### config.mk
export PLATFORM = sky130hd
export DESIGN_NAME = rs_ap_ctrl_done_continue_pipeline
export DESIGN_NICKNAME = d
export VERILOG_FILES = /design/src/rtl/rs_ap_ctrl_pkg.sv /design/src/rtl/rs_ap_ctrl_relay_stage.sv /design/src/rtl/rs_ap_ctrl_done_continue_pipeline.sv
export SDC_FILE = /design/constraint.sdc
export NUM_CORES = 1
export LEC_CHECK = 0
export ABC_AREA = 0
export BUFFER_PORTS_ARGS = -buffer_cell sky130_fd_sc_hd__buf_2
export CAP_MARGIN = 20
export CORE_MARGIN = 4
export CORE_UTILIZATION = 55
export DETAILED_ROUTE_END_ITERATION = 7
export GPL_TIMING_DRIVEN = 0
export MAX_ROUTING_LAYER = met4
export PLACE_DENSITY = 0.81
export SYNTH_ARGS = -nofsm -noshare
export SYNTH_HDL_FRONTEND = slang
export SYNTH_HIERARCHICAL = 1
export SYNTH_SLANG_ARGS = --single-unit
### constraint.sdc
create_clock -name clk -period 5.6 [get_ports clk]
set_input_delay 0.84 -clock clk [delete_from_list [all_inputs] [get_ports clk]]
set_output_delay 0.84 -clock clk [all_outputs]
set_load 0.005 [all_outputs]
### src/rtl/rs_ap_ctrl_pkg.sv
// Shared types and defaults for the ap_ctrl relay pipelines (start/ready and done/continue paths).
package rs_ap_ctrl_pkg;

  typedef enum logic [1:0] {
    EMPTY = 2'd0,
    ONE   = 2'd1,
    FULL  = 2'd2
  } rs_relay_state_e;

  localparam int RS_DEFAULT_BODY_LEVEL = 6;

  // Cycles after reset during which head and tail are held inert.
  function automatic int rs_grace(input int level);
    return level * 2;
  endfunction

endpackage

### src/rtl/rs_ap_ctrl_relay_stage.sv
// One 2-entry relay stage for a payload-less token: occupancy is the storage, ready is registered.
module rs_ap_ctrl_relay_stage
  import rs_ap_ctrl_pkg::*;
(
  input  logic clk,
  input  logic reset,
  input  logic i_valid,
  output logic o_ready,
  output logic o_valid,
  input  logic i_ready
);

  rs_relay_state_e r_state;
  rs_relay_state_e w_state_nxt;
  logic            r_ready;
  logic            w_push;
  logic            w_pop;

  assign o_valid = (r_state != EMPTY);
  assign o_ready = r_ready;
  assign w_push  = i_valid & r_ready;
  assign w_pop   = o_valid & i_ready;

  // NOTE: w_state_nxt gets a default before the case, so no branch can leave it unassigned and infer a latch.
  always_comb begin
    w_state_nxt = r_state;
    case (r_state)
      EMPTY: if (w_push) w_state_nxt = ONE;
      ONE: begin
        if (w_push && !w_pop)      w_state_nxt = FULL;
        else if (!w_push && w_pop) w_state_nxt = EMPTY;
      end
      // Push is impossible while FULL because the registered ready is low.
      FULL:    if (w_pop) w_state_nxt = ONE;
      default: w_state_nxt = EMPTY;
    endcase
  end

  // NOTE: flops use non-blocking assignments so every register samples the pre-edge values.
  always_ff @(posedge clk) begin
    if (reset) begin
      r_state <= EMPTY;
      r_ready <= 1'b1;
    end else begin
      r_state <= w_state_nxt;
      r_ready <= (w_state_nxt != FULL);
    end
  end

endmodule

### src/rtl/rs_ap_ctrl_done_continue_pipeline.sv
// Relays kernel ap_done tokens to the host side through BODY_LEVEL stages and returns ap_continue.
module rs_ap_ctrl_done_continue_pipeline
  import rs_ap_ctrl_pkg::*;
#(
  parameter int BODY_LEVEL   = RS_DEFAULT_BODY_LEVEL,
  parameter int GRACE_PERIOD = rs_grace(BODY_LEVEL),
  parameter int CNT_W        = $clog2(2 * BODY_LEVEL + 3)
) (
  input  logic             clk,
  input  logic             reset,
  input  logic             if_ap_done,
  output logic             if_ap_continue,
  output logic             of_ap_done,
  input  logic             of_ap_continue,
  output logic [CNT_W-1:0] in_flight,
  output logic             pipe_empty
);

  localparam int GRACE_W = (GRACE_PERIOD > 0) ? $clog2(GRACE_PERIOD + 1) : 1;

  logic [GRACE_W-1:0] r_grace_cnt;
  logic               r_head_valid;
  logic               r_tail_valid;
  logic [CNT_W-1:0]   r_in_flight;
  logic               w_grace_done;
  logic               w_capture;
  logic               w_pop;
  logic               w_tail_load;
  // Index 0 is the head side; index BODY_LEVEL is the tail-gate side.
  logic [BODY_LEVEL:0] w_valid;
  logic [BODY_LEVEL:0] w_ready;

  assign w_grace_done = (r_grace_cnt == '0);
  // Gating with reset keeps continue low even before the first reset edge has loaded the grace counter.
  assign w_capture    = if_ap_done & ~r_head_valid & w_grace_done & ~reset;
  assign of_ap_done   = r_tail_valid & w_grace_done;
  assign w_pop        = of_ap_done & of_ap_continue;

  assign if_ap_continue = w_capture;
  assign in_flight      = r_in_flight;
  assign pipe_empty     = (r_in_flight == '0) & w_grace_done;

  assign w_valid[0]          = r_head_valid;
  assign w_ready[BODY_LEVEL] = ~r_tail_valid | w_pop;
  assign w_tail_load         = w_valid[BODY_LEVEL] & w_ready[BODY_LEVEL];

  for (genvar g = 0; g < BODY_LEVEL; g++) begin : g_body
    rs_ap_ctrl_relay_stage u_stage (
      .clk     (clk),
      .reset   (reset),
      .i_valid (w_valid[g]),
      .o_ready (w_ready[g]),
      .o_valid (w_valid[g+1]),
      .i_ready (w_ready[g+1])
    );
  end

  always_ff @(posedge clk) begin
    if (reset) begin
      r_grace_cnt <= GRACE_W'(GRACE_PERIOD);
    end else if (!w_grace_done) begin
      r_grace_cnt <= r_grace_cnt - GRACE_W'(1);
    end
  end

  always_ff @(posedge clk) begin
    if (reset) begin
      r_head_valid <= 1'b0;
    end else if (w_capture) begin
      r_head_valid <= 1'b1;
    end else if (r_head_valid && w_ready[0]) begin
      r_head_valid <= 1'b0;
    end
  end

  // Reload takes priority so a pop and a refill in one cycle keep the gate occupied.
  always_ff @(posedge clk) begin
    if (reset) begin
      r_tail_valid <= 1'b0;
    end else if (w_tail_load) begin
      r_tail_valid <= 1'b1;
    end else if (w_pop) begin
      r_tail_valid <= 1'b0;
    end
  end

  always_ff @(posedge clk) begin
    if (reset) begin
      r_in_flight <= '0;
    end else if (w_capture && !w_pop) begin
      r_in_flight <= r_in_flight + CNT_W'(1);
    end else if (!w_capture && w_pop) begin
      r_in_flight <= r_in_flight - CNT_W'(1);
    end
  end

endmodule

Word level (Yosys, flattened, before mapping):

Cells that the tools add are included.

* register bits after elaboration: 28
* bits in latches: 0
* input bits: 4
* ROM bits: 0
* logic and storage cells: 131
* output and inout port bits: 7
* RAM bits: 0
* memories kept: 0

* add/subtract/negate cells: 3
* $mul: 0
* eq/ne operators: 18
* bitwise gates (word level): 17
* div/mod/pow operators: 0
* $lt $le $gt $ge: 0
* reductions and logical operators: 41
* shift-type cells: 0
* multiplexer cells: 36

Operator list (number)
* $mux W2: 24
* $pmux W2 S3: 6
* $reduce_bool A2 Y1: 9
* $logic_and A1 B1 Y1: 15
* $and A1 B1 Y1: 13
* $eq A2 B1 Y1 const B: 6
* $eq A2 B2 Y1 const B: 6
* $logic_not A2 Y1: 6
* $ne A2 B2 Y1 const B: 6
* $logic_not A1 Y1: 9
* $logic_not A4 Y1: 2
* $mux W4: 2
* $sub A4 B1 Y4 const B: 2
* $add A4 B1 Y4 const B: 1
* $mux W1: 4
* $not A1 Y1: 3
* $or A1 B1 Y1: 1

Longest topological paths before layout:

* depth in word-level cells: 10
* depth in mapped cells: 12

By module:

The synthesis kept the hierarchy.

Modules (own cells, without submodules)
* rs_ap_ctrl_relay_stage: cells each 14, instances 6, area each 140.1 um^2, seq. area each 60.1 um^2
* rs_ap_ctrl_done_continue_pipeline: cells each 61, instances 1, area each 558.0 um^2, seq. area each 200.2 um^2

Worst setup path after synthesis:

Ideal clock, no wire load.

* path kind: input port to flip-flop
* from: in reset
* to: reg r_in_flight[3], in the netlist in_flight[3]
* data required time: 5.477 ns
* arrival: 2.687 ns
* setup time: 0.123 ns
* cell stages on the path: 9
* path buffers: 1
* setup slack: 2.790 ns
* cells stage by stage: clkbuf_1 nor3_1 ha_1 inv_1 ha_1 a21oi_1 a211oi_2 a31oi_1 mux2_1

* longest elaborated chain between the ends: 5

RTL lines
* start, declared: line rs_ap_ctrl_done_continue_pipeline.sv:10 `input logic reset,`
* $not A1 Y1 *: line rs_ap_ctrl_done_continue_pipeline.sv:35 `assign w_capture = if_ap_done & ~r_head_valid & w_grace_done & ~reset;`
* $and A1 B1 Y1 *: line rs_ap_ctrl_done_continue_pipeline.sv:35
* net if_ap_continue: line rs_ap_ctrl_done_continue_pipeline.sv:12 `output logic if_ap_continue,`
* $logic_not A1 Y1: line rs_ap_ctrl_done_continue_pipeline.sv:92 `end else if (!w_capture && w_pop) begin`
* $logic_and A1 B1 Y1: line rs_ap_ctrl_done_continue_pipeline.sv:92
* $reduce_bool A2 Y1 (no source line)
* end signal, assigned: line rs_ap_ctrl_done_continue_pipeline.sv:91 `r_in_flight <= r_in_flight + CNT_W'(1);`
* end signal, assigned: line rs_ap_ctrl_done_continue_pipeline.sv:93 `r_in_flight <= r_in_flight - CNT_W'(1);`
* end, declared: line rs_ap_ctrl_done_continue_pipeline.sv:24 `logic [CNT_W-1:0] r_in_flight;`

Mark *: on every way through the listed nets, which the timed path passes. The rest lies on a longest branch.
A chain may end at the register's enable or synchronous reset.

Worst setup path in the final report:

* from: in reset
* to: reg r_in_flight[3], in the netlist in_flight[3]

* longest elaborated chain between the ends: 5

RTL lines (line)
* $not A1 Y1: rs_ap_ctrl_done_continue_pipeline.sv:35
* $and A1 B1 Y1: rs_ap_ctrl_done_continue_pipeline.sv:35
* $logic_not A1 Y1: rs_ap_ctrl_done_continue_pipeline.sv:92
* $logic_and A1 B1 Y1: rs_ap_ctrl_done_continue_pipeline.sv:92
* $reduce_bool A2 Y1 (no source line)

Parallel ways exist; a longest one is shown, timed or not.

==> results.py <==
metrics = {
    "outcome": {
        "status": "finished clean",
    },
    "timing": {
        "timing.slew.headroom_pct": 71.10,
        "setup_tns_ns": 0,
        "rsz0062_at_grt": "false",
        "fin_crit_sh_pct": 56.41,
        "drv_slew": 0,
        "worst_pin_slew_ns": 0.4334,
        "finalSetupViolCount": 0,
        "skew_ns": 0.002075,
        "max_clock_freq_mhz": 316.5,
        "finalHoldViolations": 0,
        "holdWs_ns": 0.4961,
        "fin_crit_ns": 3.159,
    },
    "layout": {
        "fillers": 202,
        "fin_area_sq_mm": 0.001523,
        "layout.nets": 170,
        "drive_above_1_share_pct": 24.53,
        "multiInputGateArea_sq_um": 797.0,
        "antennaDiodeCount": 0,
        "regArea_sq_um": 560.5,
        "final_util_pct": 62.03,
        "final_cell_mix": "dfxtp_1 (28), nor2_1 (11), nand2_1 (10), buf_2 (10), inv_1 (9)",
        "final_common_cell": "dfxtp_1",
        "area_growth_pct": 8.855,
    },
    "floorplanning": {
        "die_area_sq_mm": 0.003414,
        "die_h_um": 58.43,
        "num_rows": 18,
        "io_pins": 11,
        "core_sq_mm": 0.002455,
        "start_util_pct": 56.98,
        "die_w_um": 58.43,
    },
    "grt": {
        "antenna_found_initial": 0,
        "overflow": 0,
        "grt_pass1_vias": 1078,
        "grt_pass1_wl_um": 4409,
        "grt_usage_pct": 16.58,
        "grt_max_degree": 22,
    },
    "clock_network": {
        "cts_resized": 0,
        "insertion_delay_ns": 0.31,
        "postCtsSetupRepairBufs": 0,
        "clk_pin_slew_ns": 0.14,
        "htreeDepth": 1,
        "postCtsHoldBufs": 0,
        "cts_root_buffer": "clkbuf_4",
        "numCtsBuffers": 3,
        "cts_tree": "yes",
        "cts_buffer_depth": 2,
        "cts.sinks": 28,
    },
    "yosys": {
        "synth.mux.area_fraction_pct": 2.326,
        "synthXorXnorAreaFrac_pct": 2.504,
        "netlist_instances": 145,
        "seq_area_frac_synth_pct": 40.07,
        "synth_top_family_by_area": "simple AND/OR/NAND/NOR gates",
        "postSynthAreaPerCell_sq_um": 9.647,
        "synth_fp_nets": 155,
        "yosys_register_bits": 28,
        "synth_area_sq_mm": 0.001399,
        "synth-warning-count": 6,
        "synth_compound_area_share_pct": 21.38,
        "synthAdderAreaFrac_pct": 5.903,
        "yosys.area_share.simple_pct": 24.87,
        "synth_cell_types": 33,
    },
    "critical_path": {
        "worstPathMaxFanout": 21,
        "critical_path_class": "input pin to register",
        "cp.required_ns": 5.82,
        "endpoint_kind": "register",
        "startpoint_type": "input pin",
        "critPathArrivalTime_ns": 3.38,
    },
    "route": {
        "drtPass1Iterations": 4,
        "drt-total-wl_um": 2343,
        "drtIter0Drc": 7,
        "vias_per_cell": 5.556,
        "drc": 0,
        "wl_per_cell_um": 12.40,
        "via_count": 1050,
        "ant_nets": 0,
    },
    "place": {
        "globalplace.congestion": 0.8478,
        "portBuffers": 10,
        "dp_hpwl_um": 1850,
        "placed_area_sq_mm": 0.001486,
    },
    "power": {
        "irDropWorstVdd_v": 0.0001990,
        "sequentialPowerShare_pct": 63.7,
        "p_int_w": 0.0002571,
        "p_clk_share_pct": 28.4,
        "leakage_nw": 0.5685,
        "p_sw_share_pct": 22.51,
        "pwr_density_cell_mw_per_mm2": 217.9,
        "p_comb_share_pct": 7.9,
        "p_sw_w": 0.00007466,
    },
    "job": {
        "maxCapViolCount": 0,
    },
    "min_path": {
        "hold_path_class": "register to register",
    },
}
==> power by group through the flow <==
stage          registers, W  logic [W]  clock network [W]
2_1_floorplan      0.000215  0.0000188                  0
3_3_place_gp       0.000215  0.0000250                  0
3_5_place_dp       0.000216  0.0000265                  0
4_1_cts            0.000211  0.0000267          0.0000983
5_1_grt            0.000213  0.0000300           0.000106
6_report           0.000211  0.0000262          0.0000943
==> state kept, by name (all words and copies together) (netlist names) <==
| register | count |
|---|---|
| g_body.u_stage/r_state | 12 |
| r_grace_cnt | 4 |
| r_tail_valid | 1 |
| in_flight | 4 |
| g_body.u_stage/o_ready | 6 |
| r_head_valid | 1 |
==> final cells by class <==
class	count	share of cell area, %
multi-input cells	106	52.34
flip-flops and latches	28	36.81
repair buffers	10	3.287
well taps	30	2.465
clock buffers	4	2.383
inverters	9	2.219
plain buffers	2	0.4930
==> worst max-delay path, stage by stage <==
cell and delay (ns):
buf_2 0.36, clkbuf_1 0.41, nor3_1 0.14, ha_1 0.24, inv_1 0.14, ha_1 0.29
a21oi_1 0.30, a211oi_2 0.13, a31oi_1 0.20, mux2_1 0.33
==> worst paths after layout <==
kind	cells past startpoint	startpoint	slack, ns	end
setup / recovery	10	reset	2.44	in_flight[3]
hold / removal	1	g_body[2].u_stage/o_ready	0.50	g_body[1].u_stage/r_state[1]
setup reg to reg	12	r_grace_cnt[0]	2.63	in_flight[3]
hold reg to reg	1	g_body[2].u_stage/o_ready	0.50	g_body[1].u_stage/r_state[1]
==> cell usage after synthesis <==
cell type,count,area (sq um)
a2111oi_2,6,90.09
a211o_2,7,70.07
a211oi_1,7,52.55
a211oi_2,1,12.51
a21boi_0,6,45.04
a21oi_1,3,15.01
a31oi_1,1,6.260
and2_1,6,37.54
and2_2,1,7.510
and2b_1,6,45.04
clkbuf_1,2,7.510
dfxtp_1,28,560.5
fa_1,1,20.02
ha_1,5,62.56
inv_1,9,33.78
mux2_1,1,11.26
mux2_2,1,11.26
mux2i_1,1,10.01
nand2_1,10,37.54
nand2_2,1,6.260
nand3_1,1,5.000
nand3b_1,6,45.04
nor2_1,11,41.29
nor2_2,1,6.260
nor2b_1,1,6.260
nor3_1,8,40.04
nor3b_4,1,18.77
o21bai_1,1,7.510
or2_2,6,37.54
or3_1,1,6.260
or4_1,1,7.510
xnor2_1,3,26.28
xor2_1,1,8.760
==> logic make-up (layout without fill, tap and decap cells) <==
logic type | Yosys count | in the layout
simple gates | 61 | 61
compound gates | 32 | 32
flops | 28 | 28
buf+inv | 11 | 25
fa+ha+maj | 6 | 6
xor+xnor | 4 | 4
mux | 3 | 3
==> per-stage QoR <==
step                      worst slack (ns)  cells  power (W)
after global routing                 2.242    189  0.0003481
final                                2.441    189  0.0003317
after floorplan                      2.790    145  0.0002335
after global placement               2.270    185  0.0002404
after detailed placement             2.110    185  0.0002422
after CTS                            2.449    189  0.0003363
==> per-layer routing <==
| layer | GRT usage (%) | vias up | routed length [um] |
|---|---|---|---|
| li1 | - | 539 | - |
| met1 | 18.17 | 494 | 996 |
| met2 | 29.19 | 11 | 1240 |
| met3 | 2.193 | 6 | 43 |
| met4 | 8.278 | 0 | 63 |
| met5 | - | - | 0 |
(Power assumes the default switching activity.)
